--- config.mk ---
export PLATFORM = sky130hd
export DESIGN_NAME = inpkt_parser_flat
export DESIGN_NICKNAME = d
export VERILOG_FILES = /design/src/rtl/inpkt_parser_pkg.sv /design/src/rtl/inpkt_parser_if.sv /design/src/rtl/inpkt_out_reg.sv /design/src/rtl/inpkt_parser.sv /design/src/flat_wrapper.sv
export SDC_FILE = /design/constraint.sdc
export NUM_CORES = 1
export LEC_CHECK = 0
export ABC_AREA = 1
export BUFFER_PORTS_ARGS = -buffer_cell sky130_fd_sc_hd__buf_2
export CAP_MARGIN = 10
export CELL_PAD_IN_SITES_DETAIL_PLACEMENT = 0
export CELL_PAD_IN_SITES_GLOBAL_PLACEMENT = 2
export CORE_ASPECT_RATIO = 0.7
export CORE_MARGIN = 3
export CORE_UTILIZATION = 28
export DETAILED_ROUTE_END_ITERATION = 16
export GPL_TIMING_DRIVEN = 0
export PLACE_DENSITY = 0.82
export SYNTH_ARGS = -nofsm -noshare
export SYNTH_HDL_FRONTEND = slang
export SYNTH_SLANG_ARGS = --single-unit
--- constraint.sdc ---
create_clock -name CLK -period 1.4 [get_ports CLK]
set_input_delay 0.28 -clock CLK [delete_from_list [all_inputs] [get_ports CLK]]
set_output_delay 0.28 -clock CLK [all_outputs]
set_load 0.01 [all_outputs]
--- src/rtl/inpkt_parser_pkg.sv ---
// Shared types and constants for the input packet parser.
// Holds the FSM state encoding, err_code values, header field positions
// and the packed payload word carried into the output register.
// The CSUM state exists only when INPKT_CHECKSUM_EN is defined.
package inpkt_parser_pkg;

  localparam int unsigned WORD_W   = 16;
  localparam int unsigned TYPE_W   = 8;
  localparam int unsigned ERR_W    = 2;
  localparam int unsigned CNT_W    = 16;
  localparam int unsigned ERRCNT_W = 8;

  // Header word layout: {version, type}
  localparam int unsigned VER_MSB  = 15;
  localparam int unsigned VER_LSB  = 8;
  localparam int unsigned TYPE_MSB = 7;
  localparam int unsigned TYPE_LSB = 0;

  localparam logic [ERR_W-1:0] ERR_BAD_HDR  = 2'd1;
  localparam logic [ERR_W-1:0] ERR_BAD_LEN  = 2'd2;
  localparam logic [ERR_W-1:0] ERR_BAD_CSUM = 2'd3;

  typedef enum logic [1:0] {
    ST_HDR  = 2'd0,
    ST_LEN  = 2'd1,
`ifdef INPKT_CHECKSUM_EN
    ST_DATA = 2'd2,
    ST_CSUM = 2'd3
`else
    ST_DATA = 2'd2
`endif
  } state_t;

  typedef struct packed {
    logic [WORD_W-1:0] data;
    logic              first;
    logic              last;
  } out_word_t;

endpackage

--- src/rtl/inpkt_parser_if.sv ---
// Bus bundle for the packet parser: upstream FWFT FIFO read side,
// payload valid/ready stream, packet type, error pulse and counters.
// master: the parser; slave: FIFO/consumer environment.
interface inpkt_parser_if;
  import inpkt_parser_pkg::*;

  logic [WORD_W-1:0]   din;
  logic                empty;
  logic                rd_en;
  logic [WORD_W-1:0]   out_data;
  logic                out_valid;
  logic                out_ready;
  logic                out_first;
  logic                out_last;
  logic [TYPE_W-1:0]   out_type;
  logic                err_valid;
  logic [ERR_W-1:0]    err_code;
  logic [CNT_W-1:0]    pkt_count;
  logic [ERRCNT_W-1:0] err_count;

  modport master (
    input  din, empty, out_ready,
    output rd_en, out_data, out_valid, out_first, out_last,
           out_type, err_valid, err_code, pkt_count, err_count
  );

  modport slave (
    output din, empty, out_ready,
    input  rd_en, out_data, out_valid, out_first, out_last,
           out_type, err_valid, err_code, pkt_count, err_count
  );
endinterface

--- src/rtl/inpkt_out_reg.sv ---
// Payload output register with valid/ready hold.
// Ports: clk, rst_n (async active-low), load/word (new word from the
// parser), ready (downstream accept), valid/held (registered output).
// The parser only loads when the register is empty or being drained,
// so a load in the same cycle as a transfer loses nothing.
module inpkt_out_reg
  import inpkt_parser_pkg::*;
(
  input  logic      clk,
  input  logic      rst_n,
  input  logic      load,
  input  out_word_t word,
  input  logic      ready,
  output logic      valid,
  output out_word_t held
);

  always_ff @(posedge clk or negedge rst_n) begin
    if (!rst_n) begin
      valid <= 1'b0;
      held  <= '0;
    end else if (load) begin
      valid <= 1'b1;
      held  <= word;
    end else if (ready) begin
      valid <= 1'b0;
    end
  end

endmodule

--- src/rtl/inpkt_parser.sv ---
// Input packet parser: pops {header, length, payload[, checksum]} from a
// first-word-fall-through FIFO and streams the payload with first/last
// flags over a valid/ready interface, reporting malformed packets.
// Ports: CLK, rst_n (async active-low), bus (inpkt_parser_if.master).
// Build option: define INPKT_CHECKSUM_EN to expect and verify a trailing
// 16-bit wrap-around sum of the payload words.
module inpkt_parser
  import inpkt_parser_pkg::*;
#(
  parameter int unsigned PKT_MAX_LEN = 256,
  parameter logic [7:0]  PKT_VERSION = 8'h01
) (
  input logic            CLK,
  input logic            rst_n,
  inpkt_parser_if.master bus
);

  localparam int unsigned LEN_W = $clog2(PKT_MAX_LEN + 1);

  state_t              state_q, state_d;
  logic [LEN_W-1:0]    rem_q, rem_d;
  logic                first_q, first_d;
  logic [TYPE_W-1:0]   type_q, type_d;
  logic                run_q;
  logic                rd_en_c;
  logic                load;
  logic                err_set;
  logic [ERR_W-1:0]    err_sel;
  logic                pkt_inc;
  out_word_t           load_word;
  out_word_t           held;
  logic                o_valid;
  logic                err_valid_q;
  logic [ERR_W-1:0]    err_code_q;
  logic [CNT_W-1:0]    pkt_count_q;
  logic [ERRCNT_W-1:0] err_count_q;
`ifdef INPKT_CHECKSUM_EN
  logic [WORD_W-1:0]   acc_q, acc_d;
`endif

  // State register
  always_ff @(posedge CLK or negedge rst_n) begin
    if (!rst_n) state_q <= ST_HDR;
    else        state_q <= state_d;
  end

  // Next state, pop and per-word decisions; nothing is popped unless a word is present
  always_comb begin
    state_d   = state_q;
    rem_d     = rem_q;
    first_d   = first_q;
    type_d    = type_q;
    rd_en_c   = 1'b0;
    load      = 1'b0;
    load_word = '0;
    err_set   = 1'b0;
    err_sel   = '0;
    pkt_inc   = 1'b0;
`ifdef INPKT_CHECKSUM_EN
    acc_d     = acc_q;
`endif
    if (run_q && !bus.empty) begin
      case (state_q)
        ST_HDR: begin
          rd_en_c = 1'b1;
          if (bus.din[VER_MSB:VER_LSB] == PKT_VERSION) begin
            type_d  = bus.din[TYPE_MSB:TYPE_LSB];
            state_d = ST_LEN;
          end else begin
            err_set = 1'b1;
            err_sel = ERR_BAD_HDR;
          end
        end
        ST_LEN: begin
          rd_en_c = 1'b1;
          if ((bus.din == '0) || (32'(bus.din) > PKT_MAX_LEN)) begin
            err_set = 1'b1;
            err_sel = ERR_BAD_LEN;
            state_d = ST_HDR;
          end else begin
            rem_d   = LEN_W'(bus.din);
            first_d = 1'b1;
`ifdef INPKT_CHECKSUM_EN
            acc_d   = '0;
`endif
            state_d = ST_DATA;
          end
        end
        ST_DATA: begin
          // Pop only when the output register is free or draining this cycle
          if (!o_valid || bus.out_ready) begin
            rd_en_c         = 1'b1;
            load            = 1'b1;
            load_word.data  = bus.din;
            load_word.first = first_q;
            load_word.last  = (rem_q == LEN_W'(1));
            first_d         = 1'b0;
            rem_d           = rem_q - LEN_W'(1);
`ifdef INPKT_CHECKSUM_EN
            acc_d           = acc_q + bus.din;
            if (rem_q == LEN_W'(1)) state_d = ST_CSUM;
`else
            if (rem_q == LEN_W'(1)) begin
              state_d = ST_HDR;
              pkt_inc = 1'b1;
            end
`endif
          end
        end
`ifdef INPKT_CHECKSUM_EN
        ST_CSUM: begin
          rd_en_c = 1'b1;
          state_d = ST_HDR;
          if (bus.din == acc_q) begin
            pkt_inc = 1'b1;
          end else begin
            err_set = 1'b1;
            err_sel = ERR_BAD_CSUM;
          end
        end
`endif
        default: state_d = ST_HDR;
      endcase
    end
  end

  // Datapath registers, error pulse and counters
  always_ff @(posedge CLK or negedge rst_n) begin
    if (!rst_n) begin
      run_q       <= 1'b0;
      rem_q       <= '0;
      first_q     <= 1'b0;
      type_q      <= '0;
      err_valid_q <= 1'b0;
      err_code_q  <= '0;
      pkt_count_q <= '0;
      err_count_q <= '0;
`ifdef INPKT_CHECKSUM_EN
      acc_q       <= '0;
`endif
    end else begin
      run_q       <= 1'b1;
      rem_q       <= rem_d;
      first_q     <= first_d;
      type_q      <= type_d;
      err_valid_q <= err_set;
      if (err_set) err_code_q <= err_sel;
      if (pkt_inc) pkt_count_q <= pkt_count_q + 16'd1;
      if (err_set && (err_count_q != 8'hFF)) err_count_q <= err_count_q + 8'd1;
`ifdef INPKT_CHECKSUM_EN
      acc_q       <= acc_d;
`endif
    end
  end

  inpkt_out_reg u_out_reg (
    .clk   (CLK),
    .rst_n (rst_n),
    .load  (load),
    .word  (load_word),
    .ready (bus.out_ready),
    .valid (o_valid),
    .held  (held)
  );

  assign bus.rd_en     = rd_en_c;
  assign bus.out_valid = o_valid;
  assign bus.out_data  = held.data;
  assign bus.out_first = held.first;
  assign bus.out_last  = held.last;
  assign bus.out_type  = type_q;
  assign bus.err_valid = err_valid_q;
  assign bus.err_code  = err_code_q;
  assign bus.pkt_count = pkt_count_q;
  assign bus.err_count = err_count_q;

endmodule

--- src/flat_wrapper.sv ---
// flat-port wrapper written by rule: the top's interface ports become plain ports
module inpkt_parser_flat import inpkt_parser_pkg::*;
#(
  parameter int unsigned PKT_MAX_LEN = 256,
  parameter logic [7:0]  PKT_VERSION = 8'h01
)
  (CLK, rst_n, bus_din, bus_empty, bus_out_ready, bus_rd_en, bus_out_data, bus_out_valid, bus_out_first, bus_out_last, bus_out_type, bus_err_valid, bus_err_code, bus_pkt_count, bus_err_count);
  inpkt_parser_if bus_i ();
  input logic CLK;
  input logic rst_n;
  input wire logic [$bits(bus_i.din)-1:0] bus_din;
  input wire logic [$bits(bus_i.empty)-1:0] bus_empty;
  input wire logic [$bits(bus_i.out_ready)-1:0] bus_out_ready;
  output wire logic [$bits(bus_i.rd_en)-1:0] bus_rd_en;
  output wire logic [$bits(bus_i.out_data)-1:0] bus_out_data;
  output wire logic [$bits(bus_i.out_valid)-1:0] bus_out_valid;
  output wire logic [$bits(bus_i.out_first)-1:0] bus_out_first;
  output wire logic [$bits(bus_i.out_last)-1:0] bus_out_last;
  output wire logic [$bits(bus_i.out_type)-1:0] bus_out_type;
  output wire logic [$bits(bus_i.err_valid)-1:0] bus_err_valid;
  output wire logic [$bits(bus_i.err_code)-1:0] bus_err_code;
  output wire logic [$bits(bus_i.pkt_count)-1:0] bus_pkt_count;
  output wire logic [$bits(bus_i.err_count)-1:0] bus_err_count;
  assign bus_i.din = bus_din;
  assign bus_i.empty = bus_empty;
  assign bus_i.out_ready = bus_out_ready;
  assign bus_rd_en = bus_i.rd_en;
  assign bus_out_data = bus_i.out_data;
  assign bus_out_valid = bus_i.out_valid;
  assign bus_out_first = bus_i.out_first;
  assign bus_out_last = bus_i.out_last;
  assign bus_out_type = bus_i.out_type;
  assign bus_err_valid = bus_i.err_valid;
  assign bus_err_code = bus_i.err_code;
  assign bus_pkt_count = bus_i.pkt_count;
  assign bus_err_count = bus_i.err_count;
  inpkt_parser #(.PKT_MAX_LEN(PKT_MAX_LEN), .PKT_VERSION(PKT_VERSION)) u_core (.CLK(CLK), .rst_n(rst_n), .bus(bus_i));
endmodule
==> Yosys cells after proc, flatten, opt, wreduce, memory -nomap -nowiden <==
Index checks and enable logic that the tools add are counted.
{ "totals": {"reg_bits": 67, "latchBits": 0, "ram_bits": 0, "romBits": 0, "inputBits": 20, "out_inout_bits": 55, "mem_count": 0} }
{ "op_classes": {"n_addsub": 3, "multipliers": 0, "n_div": 0, "order_cmp": 1, "eq_ne": 9, "shift": 0, "muxes": 33, "bitwise_logic": 0, "n_reduce_logical": 14} }
{ "ops": {"columns": ["cell", "count"], "rows": [
  ["18-bit 2-to-1 mux", 3],
  ["9-bit 2-to-1 mux", 2],
  ["9-bit case mux with 2 select lines", 1],
  ["16-bit by 1-bit adder with 16-bit output, second input constant", 1],
  ["16-bit by 9-bit > comparator with 1-bit output, second input constant", 1],
  ["16-bit zero test", 1],
  ["1-bit 2-to-1 mux", 16],
  ["2-bit 2-to-1 mux", 6],
  ["9-bit by 1-bit equality test with 1-bit output, second input constant", 1],
  ["9-bit by 1-bit subtractor with 9-bit output, second input constant", 1],
  ["8-bit by 1-bit adder with 8-bit output, second input constant", 1],
  ["8-bit by 1-bit equality test with 1-bit output, second input constant", 1],
  ["8-bit inequality test, second input constant", 1],
  ["4-bit AND reduction", 2],
  ["2-bit by 1-bit inequality test with 1-bit output, second input constant", 3],
  ["1-bit case mux with 2 select lines", 3],
  ["2-bit case mux with 3 select lines", 1],
  ["2-bit case mux with 2 select lines", 1],
  ["2-bit nonzero test", 2],
  ["3-bit AND reduction", 1],
  ["2-bit by 1-bit equality test with 1-bit output, second input constant", 1],
  ["2-bit equality test, second input constant", 1],
  ["1-bit logical AND", 2],
  ["1-bit zero test", 2],
  ["other kinds (4)", 5]
]} }

==> Longest topological paths before layout <==
Gate-level depths: netlist (run 1).
{ "logic_depth": {"depth_word": 6, "mapped_depth": 11, "mapped_depth_nobuf": 11} }

==> Cells and area by module <==
From an unflattened synthesis (run 1), not the netlist that was laid out.
{ "unflattened": {"cells_unflattened": 487, "hier_area_um2": 3644.7} }
{ "by_module_without_submodules": {"columns": ["mod", "instances", "cells_each", "area_per_inst_um2"], "rows": [
  ["inpkt_parser", 1, 407, 2896.5],
  ["inpkt_out_reg", 1, 80, 748.2]
]} }

==> Least setup slack after synthesis (run 1) <==
Ideal clock, no wire load.
{ "synth_path": {"path_kind": "register -> register", "from": "reg u_core.state_q[0]", "to": "reg u_core.pkt_count_q[9] (netlist: u_core.bus.pkt_count[9])", "setup_ns": 0.120, "t_arrival_ns": 1.358, "required_ns": 1.280, "slack_ns": -0.078, "path_stages_with_launch": 10, "n_path_buf": 1, "period_less_slack_ns": 1.478, "path_cell_list": "dfrtp_1 -> nor2_4 -> inv_2 -> nor2_4 -> buf_6 -> nand2_8 -> nor2_8 -> nand2_4 -> o21ai_1 -> nand2_1"} }
{ "synth_via": {"elab_chain_len": 3} }
{ "synth_rtl": {"columns": ["element", "line", "rtl"], "rows": [
  ["from (decl)", "inpkt_parser.sv:20", "state_t state_q, state_d;"],
  ["from (signal assigned)", "inpkt_parser.sv:44", "else state_q <= state_d;"],
  ["2-bit equality test", "inpkt_parser.sv:63", "case (state_q)"],
  ["1-bit 2-to-1 mux", "inpkt_parser.sv:63", null],
  ["1-bit 2-to-1 mux", "inpkt_parser.sv:62", "if (run_q && !bus.empty) begin"],
  ["to (signal assigned)", "inpkt_parser.sv:148", "if (pkt_inc) pkt_count_q <= pkt_count_q + 16'd1;"],
  ["to (decl)", "inpkt_parser.sv:35", "logic [CNT_W-1:0] pkt_count_q;"]
]} }
Every way passes these cells.
A chain may end at the register's enable or synchronous reset.

==> Worst setup path in the final report (run 1) <==
{ "layout_path": {"from": "reg u_core.run_q", "to": "out bus_rd_en"} }
{ "layout_via": {"elab_chain_len": 2} }
{ "layout_rtl": {"columns": ["element", "line", "rtl"], "rows": [
  ["from (decl)", "inpkt_parser.sv:24", "logic run_q;"],
  ["from (signal assigned)", "inpkt_parser.sv:130", "run_q <= 1'b0;"],
  ["from (signal assigned)", "inpkt_parser.sv:142", "run_q <= 1'b1;"],
  ["1-bit logical AND", "inpkt_parser.sv:62", null],
  ["1-bit 2-to-1 mux", "inpkt_parser.sv:62", null],
  ["to (decl)", "flat_wrapper.sv:14", "output wire logic [$bits(bus_i.rd_en)-1:0] bus_rd_en;"]
]} }
Every way passes these cells.

==> results.md, run 1 <==
- Critical Path Source Type: flip-flop
- # Max-Cap Violations: 0
- Via density: 4.569
- Detailed Routing Iterations Pass 1: 4
- Ys flop type: dfrtp_1
- First-pass GRT wire length: 14.99 mm
- Reg power frac: 42.1%
- Maximum vdd drop: 0.0008390 V
- Synthesized area per cell: ~7.9 sq um
- Final Worst Setup Slack: -0.2029 ns
- Run status: finished, violations left
- Leak: 2.698 nW
- Tcrit/Tclk final: 114.5%
- Post-Layout Cell Count: 719
- Netlist cell types: 27
- Layout cells sized above 1: 41.70%
- Area growth from synthesis to final layout: 52.85%
- Synthesized cell area: around 0.0034 sq mm
- Die X: 137.3 um
- Worst reg2reg setup slack: -0.15 ns
- Seq/Total Area, Yosys: 49.59%
- Most frequent cell after synthesis: nand2_1
- Critical path class: flip-flop to primary output
- Final layout net count: about 590
- Port bufs: 74
- Endpoints failing setup: 37
- Most common library cells after synthesis: 160 x nand2_1, 67 x dfrtp_1, 40 x inv_1
- I/O pins: 75
- Yosys top cell area share: about half
- Clock power share: 38.6%
- CTS Root Buffer Type: clkbuf_16
- Fillcell total: 1,130
- Via count: 3,285
- Total die area: 0.01345 sq mm
- Area leader, netlist: dfrtp_1
- Worst-margin pin slew: 0.8457 ns
- Setup TNS: -2.315 ns
- #FFs+latches synth: 67
- Final min period: 1.603 ns
- Max FO, Critical Path: 5
- Yosys Warn Count: 0
- Sw frac: 30.36%
- Drt drc: 0
- NetSw: 0.001642 W
- Hold Slack: approximately 0.051 ns
- Upper clock frequency limit: ~0.62 GHz
- Wirelength per Cell: 13.53 um
- Failing checks: negative setup slack
- Final slew viol count: 0
- N_diodes: 0
- Clock Latency Late Sink: 0.33 ns
- CP required: roughly 1.1 ns
- Clock skew: 0.003870 ns
- Setup crit end kind: primary output
- Routability cong.: 0.7695
- Antenna violations before repair: 0
- Detailed Route Iter0 Violations: roughly 120
- Clock Sink Count: 67
- RSZ-0062 raised after global routing: yes
- Vias in the first global route: 2,955
- Pwr/cell area: about 1000 mW/mm^2
- Post-synthesis cell count: 429
- Logic gate share of total power: 19.3%
- DP Cell Count: 656
- Syn nets: 453
- Routed wire length: a little under 10 mm
- CTS Buf Count: 9
- Top cells by area, synth: dfrtp_1 50%, nand2_1 18%, nand3_1 5.3%, inv_1 4.4%, o21ai_0 4.4%
- Starting Density: 29.63%
- Number of flops mapped to enable cells by yosys: 0
- Global Route Usage Sum: between 10% and 20%
- CTS tree: done
- H-tree levels: 3
- Largest net degree at the start of global routing: 68
- DPL Wire Length: 6.585 mm
- Max-slew headroom: 43.62%
- Core Util, Final: 45.29%
- Final Hold Violating Endpoints: 0
- Core Box Area: 0.01141 sq mm
- Bufs on Longest Clock Path: 2
- Internal cell power: 0.003766 W
- Row cnt: 32
- Post-route ant nets: 0
- Post-CTS Hold Buffers: 0
- Clock slew at reported path FFs: 0.06 ns
- CP Data Arrival Time: ~1.3 ns
- Worst min path class: input port to async pin
- Grt ovf: 0
- Die height: ~98 um
- Post-synthesis async set-or-reset flop share: 100.0%
-- logic make-up after synthesis --
family,after synthesis,share of synthesized area (%)
and+or+nand+nor,255,33.05
DFF,67,49.59
buffers and inverters,49,5.699
AOI/OAI and AO/OA,34,5.144
xor gates and xnor gates,19,4.922
adders and majority gates,4,1.480
other,1,0.1109
-- sequential cells by signal, summed over array words and instances (netlist names) --
name	flops
u_core.bus.out_type	8
u_core.bus.err_code	2
u_core.bus.err_valid	1
u_core.first_q	1
u_core.state_q	2
u_core.bus.pkt_count	16
u_core.bus.err_count	8
u_core.u_out_reg.valid	1
u_core.rem_q	9
u_core.u_out_reg.held	18
u_core.run_q	1
-- power groups by stage --
stage | logic, W | clock network [W] | registers, W
after global routing | 0.00117 | 0.00223 | 0.00230
after global placement | 0.000724 | 0 | 0.00228
after detailed placement | 0.000731 | 0 | 0.00228
after CTS | 0.000858 | 0.00215 | 0.00225
after floorplan | 0.000361 | 0 | 0.00233
final | 0.00105 | 0.00209 | 0.00228
-- critical path, stage by stage, from the launching register on --
cell,delay (ns)
dfrtp_1,0.33
inv_2,0.04
nor2_4,0.20
inv_2,0.09
o22ai_4,0.19
buf_6,0.13
-- layout by cell type, fill, tap and decap left out, drive strengths merged --
cell type  netlist  layout
nand2          166     167
o21ai           32      32
ha               4       4
o22ai            1       1
nand3           36      37
nor3             3       3
conb             1       1
nand4            6       6
inv             43      44
nand3b           1       1
buf              2     122
xor2             8       8
nor2            43      43
clkinvlp         0       2
clkinv           0       4
o211ai           1       1
dfrtp           67      67
xnor2           11      11
clkbuf           4      12
-- stage by stage --
step           worst slack (ns)  power (W)  area (sq um)
2_1_floorplan          -0.03900   0.002687          3391
3_3_place_gp            -0.4090   0.003002          3953
3_5_place_dp            -0.4007   0.003013          3955
4_1_cts                 -0.2226   0.005249          4461
5_1_grt                 -0.2829   0.005694          5167
6_report                -0.2029   0.005408          5167
-- final cells by class --
class / instances / area (sq um) / share of cell area, %
Buffer: 6 / 75.07 / 1.453
Clock buffer: 9 / 225.2 / 4.358
Clock inverter: 7 / 51.30 / 0.9927
Inverter: 43 / 178.9 / 3.462
Multi-Input combinational cell: 315 / 1922 / 37.19
Sequential cell: 67 / 1683 / 32.57
Tap cell: 153 / 191.4 / 3.705
Timing Repair Buffer: 119 / 840.8 / 16.27
-- path summary, 6_finish.rpt --
path / start / to / depth (start not counted)
worst max-delay path: u_core.run_q / bus_rd_en / 5
worst min-delay path: rst_n / u_core.bus.out_type[7] / 1
worst max register to register: u_core.state_q[1] / u_core.bus.pkt_count[9] / 10
worst min register to register: u_core.u_out_reg.held[15] / u_core.u_out_reg.held[15] / 2
max in group asynchronous: rst_n / u_core.rem_q[5] / 1
min in group CLK: bus_din[11] / u_core.u_out_reg.held[13] / 3
-- per-layer routing --
layer | global-route usage [%] | share of wire [%] | vias to the layer above
li1 | - | - | 1626
met1 | 20.36 | 49 | 1576
met2 | 20.49 | 45 | 72
met3 | 3.759 | 5.3 | 11
met4 | 3.374 | 1.1 | 0
met5 | 0 | 0 | -
-- timing repair --
| item | CTS | global route |
|---|---|---|
| gates resized for setup | 28 | 127 |
| pin swaps | 10 | 42 |
| cloned | 1 | 4 |
| setup buffers | 14 | 28 |
| endpoints found under the setup margin | 64 | 64 |
No activity file was read; power rests on OpenSTA's default activity.
==> inputs of run 2 (changes only) <==
Settings changed: CTS_CLUSTER_DIAMETER set to 60, GPL_TIMING_DRIVEN 0 to unset.
==> results.md, run 2 (synthesis gave the netlist of run 1 again) <==
- Core Util, Final: 45.55%
- CP Data Arrival Time: 1.30 ns
- Endpoints failing setup: 39
- Die height: 97.94 um
- Fin area: between 0.005 and 0.006 sq mm
- Area of the multi-input gates: 0.001758 sq mm
- Largest register FFs: 18
- I/O pins: 75
- Pwr/cell area: 1081 mW/mm^2
- Port bufs: 74
- Drt drc: 0
- RSZ-0062 raised after global routing: yes
- Clock Latency Late Sink: around 0.33 ns
- Routed wire length: 9.984 mm
- Max layer used: met4
- Largest register by flop count: u_core.u_out_reg.held
- Core Box Area: 0.01141 sq mm
- Max FO, Critical Path: 4
- Area growth from synthesis to final layout: 53.74%
- Routability cong.: 0.8315
- Antenna violations before repair: 0
- Worst min path class: input port to flip-flop
- Starting Density: 29.63%
- Post-route ant nets: 0
- Post-DP Area: 0.004454 sq mm
- Critical path class: flip-flop to primary output
- NetSw: 0.001610 W
- Total die area: roughly 0.013 sq mm
- Bufs on Longest Clock Path: 2
- Clock slew at reported path FFs: 0.06 ns
- Global Route Usage Sum: 15.05%
- Final layout net count: 612
- Run status: finished, violations left
- Detailed Routing Iterations Pass 1: 4
- Critical Path Source Type: flip-flop
- Final Worst Setup Slack: -0.1777 ns
- Failing checks: negative setup slack
- Vias in the first global route: between 3,000 and 4,000
- Maximum vdd drop: around 0.00080 V
- Clock power share: 40.7%
- Via density: 4.449
- Setup crit end kind: primary output
- Clock Sink Count: 67
- Fillcell total: roughly 1,100
- Clock skew: 0.005688 ns
- Row cnt: 32
- Pre-CTS setup slack: -0.2986 ns
- Grt ovf: 0
- First-pass GRT wire length: 16.02 mm
- Leak: roughly 2.8 nW
- Final min period: 1.578 ns
- Wirelength per Cell: 13.38 um
- # Max-Cap Violations: 0
- Commonest cells after routing, fill and taps aside: 146 x nand2_1, 73 x buf_2, 67 x dfrtp_1, 62 x buf_4, 33 x inv_1
- Upper clock frequency limit: 0.6338 GHz
- CTS tree: done
- CTS Buf Count: 9
- N_diodes: 0
- Detailed Route Iter0 Violations: 135
- Metal-1 WL: 4.915 mm
- Final slew viol count: 0
- Largest net degree at the start of global routing: a little under 70
- CP required: 1.12 ns
- DR WL met2: 4.437 mm
- Logic gate share of total power: 19.7%
- Commonest non-fill, non-tap cell in the layout: nand2_1
- Detailed-routed wire length on met3: 531 um
- CTS Root Buffer Type: clkbuf_16
- Die X: approximately 140 um
- Seq. cell area: ~0.0017 sq mm
- Sw frac: between 20 and 30%
- H-tree levels: 3
- Reg power frac: between 30% and 40%
- Tcrit/Tclk final: 112.7%
- DPL Wire Length: approximately 7.2 mm
- Via count: ~3,300
- Final Hold Violating Endpoints: 0
- Internal cell power: 0.004011 W
- Layout cells sized above 1: 39.80%
## run 2: cell count changes in the layout (fill, tap and decap cells not counted), moves of 4 or more
cell	before	now
buf_4	33	62
nand2_1	137	146
nand3_2	13	4
o21ai_1	7	16
nand3_1	21	29
nand2_2	19	13
o21ai_2	11	5
dfrtp_1	62	67
dfrtp_2	5	0
nand2_8	5	1
## run 2: worst max-delay path, stage by stage, from the launching register on
cell and delay [ns]:
dfrtp_1 0.33, inv_2 0.04, nor2_4 0.13, nand2_2 0.08, buf_4 0.14, o22ai_4 0.12
buf_6 0.13
## run 2: routing by layer
metal	vias up	track usage, %
met3	15	3.965
met2	71	21.92
met1	1563	22.25
li1	1670	-
met4	0	3.528
met5	-	0
## run 2: path summary, 6_finish.rpt
path | start | end | slack [ns] | cells past startpoint
hold / removal | bus_din[15] | u_core.u_out_reg.held[17] | 0.17 | 3
setup / recovery | u_core.run_q | bus_rd_en | -0.18 | 6
hold reg to reg | u_core.u_out_reg.held[14] | u_core.u_out_reg.held[14] | 0.46 | 2
min in group asynchronous | rst_n | u_core.bus.out_type[5] | 0.50 | 3
setup reg to reg | u_core.run_q | u_core.bus.pkt_count[9] | -0.14 | 10
max in group asynchronous | rst_n | u_core.run_q | 0.58 | 3
## run 2: final cells by class
class / count / share of cell area [%]
Clock inverter: 7 / 1.493
Timing Repair Buffer: 154 / 20.97
Tap cell: 153 / 3.683
Clock buffer: 9 / 4.333
Sequential cell: 67 / 32.26
Multi-Input combinational cell: 313 / 33.82
Inverter: 43 / 3.442
## run 2: power groups by stage
stage | Sequential (W) | Clock, W | Combinational, W
after global placement | 0.00225 | 0 | 0.000967
after global routing | 0.00225 | 0.00243 | 0.00124
final | 0.00223 | 0.00229 | 0.00111
after detailed placement | 0.00224 | 0 | 0.000982
after floorplan | 0.00233 | 0 | 0.000361
after CTS | 0.00222 | 0.00234 | 0.00106
## run 2: per-stage QoR
step	power, W	instances	TNS (ns)	hold slack [ns]
finish	0.005621	746	-2.792	0.1658
global route	0.005917	746	-8.286	0.1649
CTS	0.005625	742	-2.313	0.1514
detailed placement	0.003227	716	-8.023	0.3379
global placement	0.003214	716	-6.212	0.3332
floorplan	0.002687	429	-0.03932	-0.01559
## run 2: repair_timing
action,CTS,global route
buffers inserted,8,5
resized for setup,52,54
cloned,1,0
pin swaps,14,28
setup endpoints to repair,37,57
hold buffers,1,0
endpoints found under the hold margin,53,0
==> inputs of run 3 (changes only) <==
Settings changed: CORE_UTILIZATION 28 to 33, PLACE_DENSITY 0.82 to 0.9.
Clock period 1.4 ns to 1.9 ns, I/O delays scaled along.
==> results.md, run 3 (synthesis gave the netlist of run 1 again) <==
- Reg power frac: 41.0%
- Final slew viol count: 0
- Layout cells sized above 1: approximately 22%
- Final layout net count: between 500 and 600
- Crit-path cells: inv_1 > nor2_4 > nand2_1 > o22ai_2 > buf_2
- Clock Sink Count: 67
- Grt ovf: 0
- Wirelength per Cell: around 14 um
- Setup TNS: 0 ns
- Final Worst Setup Slack: ~0.18 ns
- Setup crit start: u_core.run_q
- Drt drc: 0
- CTS tree: done
- Endpoints failing setup: 0
- Leak: 2.373 nW
- Internal cell power: 0.002979 W
- Bufs on Longest Clock Path: 2
- CP Data Arrival Time: 1.34 ns
- Post-route ant nets: 0
- Logic gate share of total power: ~13%
- Reg-to-reg endpoint: u_core.bus.err_count[1]
- R2R cell count: 7
- Global Route Usage Sum: 16.47%
- Fillcell total: 1,028
- CP required: 1.52 ns
- Largest register by flop count: u_core.u_out_reg.held
- Total power: 0.004066 W
- Routed wire length: 9.136 mm
- Die height: a little over 90 um
- Run status: finished clean
- Antenna violations before repair: 0
- Clock slew at reported path FFs: 0.06 ns
- Detailed Routing Iterations Pass 1: 5
- Area growth from synthesis to final layout: 26.98%
- Detailed Route Iter0 Violations: about 180
- CTS Root Buffer Type: clkbuf_16
- Port bufs: 74
- Slowest-stage cell, CP: dfrtp_1
- H-tree levels: 3
- DPL Wire Length: 6.676 mm
- Final min period: approximately 1.7 ns
- Worst reg2reg startpoint: u_core.bus.err_count[0]
- Largest register FFs: 18
- Critical Path Source Type: flip-flop
- Post-CTS Hold Buffers: 0
- Largest stage delay, worst path: 0.32 ns
- Total die area: approximately 0.012 sq mm
- RSZ-0062 raised after global routing: no
- Upper clock frequency limit: a little under 0.6 GHz
- Worst min path class: input port to async pin
- Clock Latency Late Sink: between 0.3 and 0.4 ns
- # Max-Cap Violations: 0
- Post-CTS setup buffers: 0
- Row cnt: 30
- Commonest cells after routing, fill and taps aside: 160 x nand2_1, 74 x buf_2, 67 x dfrtp_1, 40 x inv_1, 36 x nand3_1
- NetSw: 0.001086 W
- Hold Slack: 0.05423 ns
- Vias in the first global route: approximately 2,800
- Worst setup path endpoint: bus_rd_en
- Core Box Area: a little under 0.01 sq mm
- Die X: 127.0 um
- First-pass GRT wire length: ~15 mm
- Starting Density: 34.38%
- Max FO, Critical Path: 6
- Maximum vdd drop: between 0.0006 and 0.0007 V
- Critical path class: flip-flop to primary output
- Worst reg2reg setup slack: 0.21 ns
- Final Hold Violating Endpoints: 0
- Commonest non-fill, non-tap cell in the layout: nand2_1
- Via count: 2,955
- Routability cong.: 0.8164
- Pwr/cell area: 947.0 mW/mm^2
- Via density: 4.560
- Clock power share: 45.7%
- N_diodes: 0
- CTS Buf Count: 9
- Largest net degree at the start of global routing: between 60 and 70
- Tcrit/Tclk final: 90.70%
- I/O pins: 75
- Clock skew: 0.004115 ns
- Pre-CTS setup slack: 0.05775 ns
- Sw frac: 26.71%
- Setup crit end kind: primary output
## run 3: metal layers
metal / GRT usage (%) / vias to the layer above / wire, um
met5: 0 / - / 0
met4: 4.554 / 0 / 99
met3: 5.792 / 10 / 693
met2: 20.73 / 80 / 3407
met1: 25.85 / 1348 / 4935
li1: - / 1517 / -
## run 3: worst min-delay path by stage
stage               startpoint                         to  slack [ns]  cells past startpoint
detailed placement       rst_n  u_core.u_out_reg.held[16]        0.44                      2
global placement         rst_n    u_core.bus.pkt_count[3]        0.43                      2
global route             rst_n    u_core.bus.pkt_count[3]        0.10                      2
finish                   rst_n    u_core.bus.pkt_count[4]        0.05                      2
floorplan                rst_n     u_core.bus.err_code[0]        0.08                      0
CTS                      rst_n  u_core.u_out_reg.held[16]        0.07                      2
## run 3: worst max-delay path: cells and delay by family, from the launching register on
kind,cells,cell delay [ns]
AO/OA/AOI/OAI,1,0.15
flip-flops,1,0.32
AND/OR/NAND/NOR,2,0.33
buffers and inverters,2,0.22
## run 3: timing repair
action                     in CTS  in global routing
setup endpoints to repair       1                  1
resized for setup               1                  1
pin swaps                       0                  0
## run 3: power by group through the flow
stage	Sequential (W)	Combinational (W)	Clock (W)
after CTS	0.00166	0.000548	0.00192
after detailed placement	0.00169	0.000545	0
after global placement	0.00169	0.000538	0
after floorplan	0.00171	0.000266	0
final	0.00167	0.000543	0.00186
after global routing	0.00169	0.000631	0.00198
## run 3: per-stage QoR
stage          utilization (%)  cell area, sq um  cells
2_1_floorplan                -              3381    429
4_1_cts                  43.59              4287    648
6_report                 43.65              4293    648
3_3_place_gp             40.11              3945    632
3_5_place_dp             40.11              3945    632
5_1_grt                  43.65              4293    648
## run 3: cell type report
cell class | instances | area [sq um] | share of cell area (%)
Sequential cell | 67 | 1677 | 39.06
Timing Repair Buffer | 81 | 435.4 | 10.14
Clock inverter | 5 | 83.83 | 1.953
Tap cell | 128 | 160.2 | 3.731
Inverter | 43 | 161.4 | 3.760
Clock buffer | 11 | 252.7 | 5.887
Multi-Input combinational cell | 313 | 1523 | 35.47
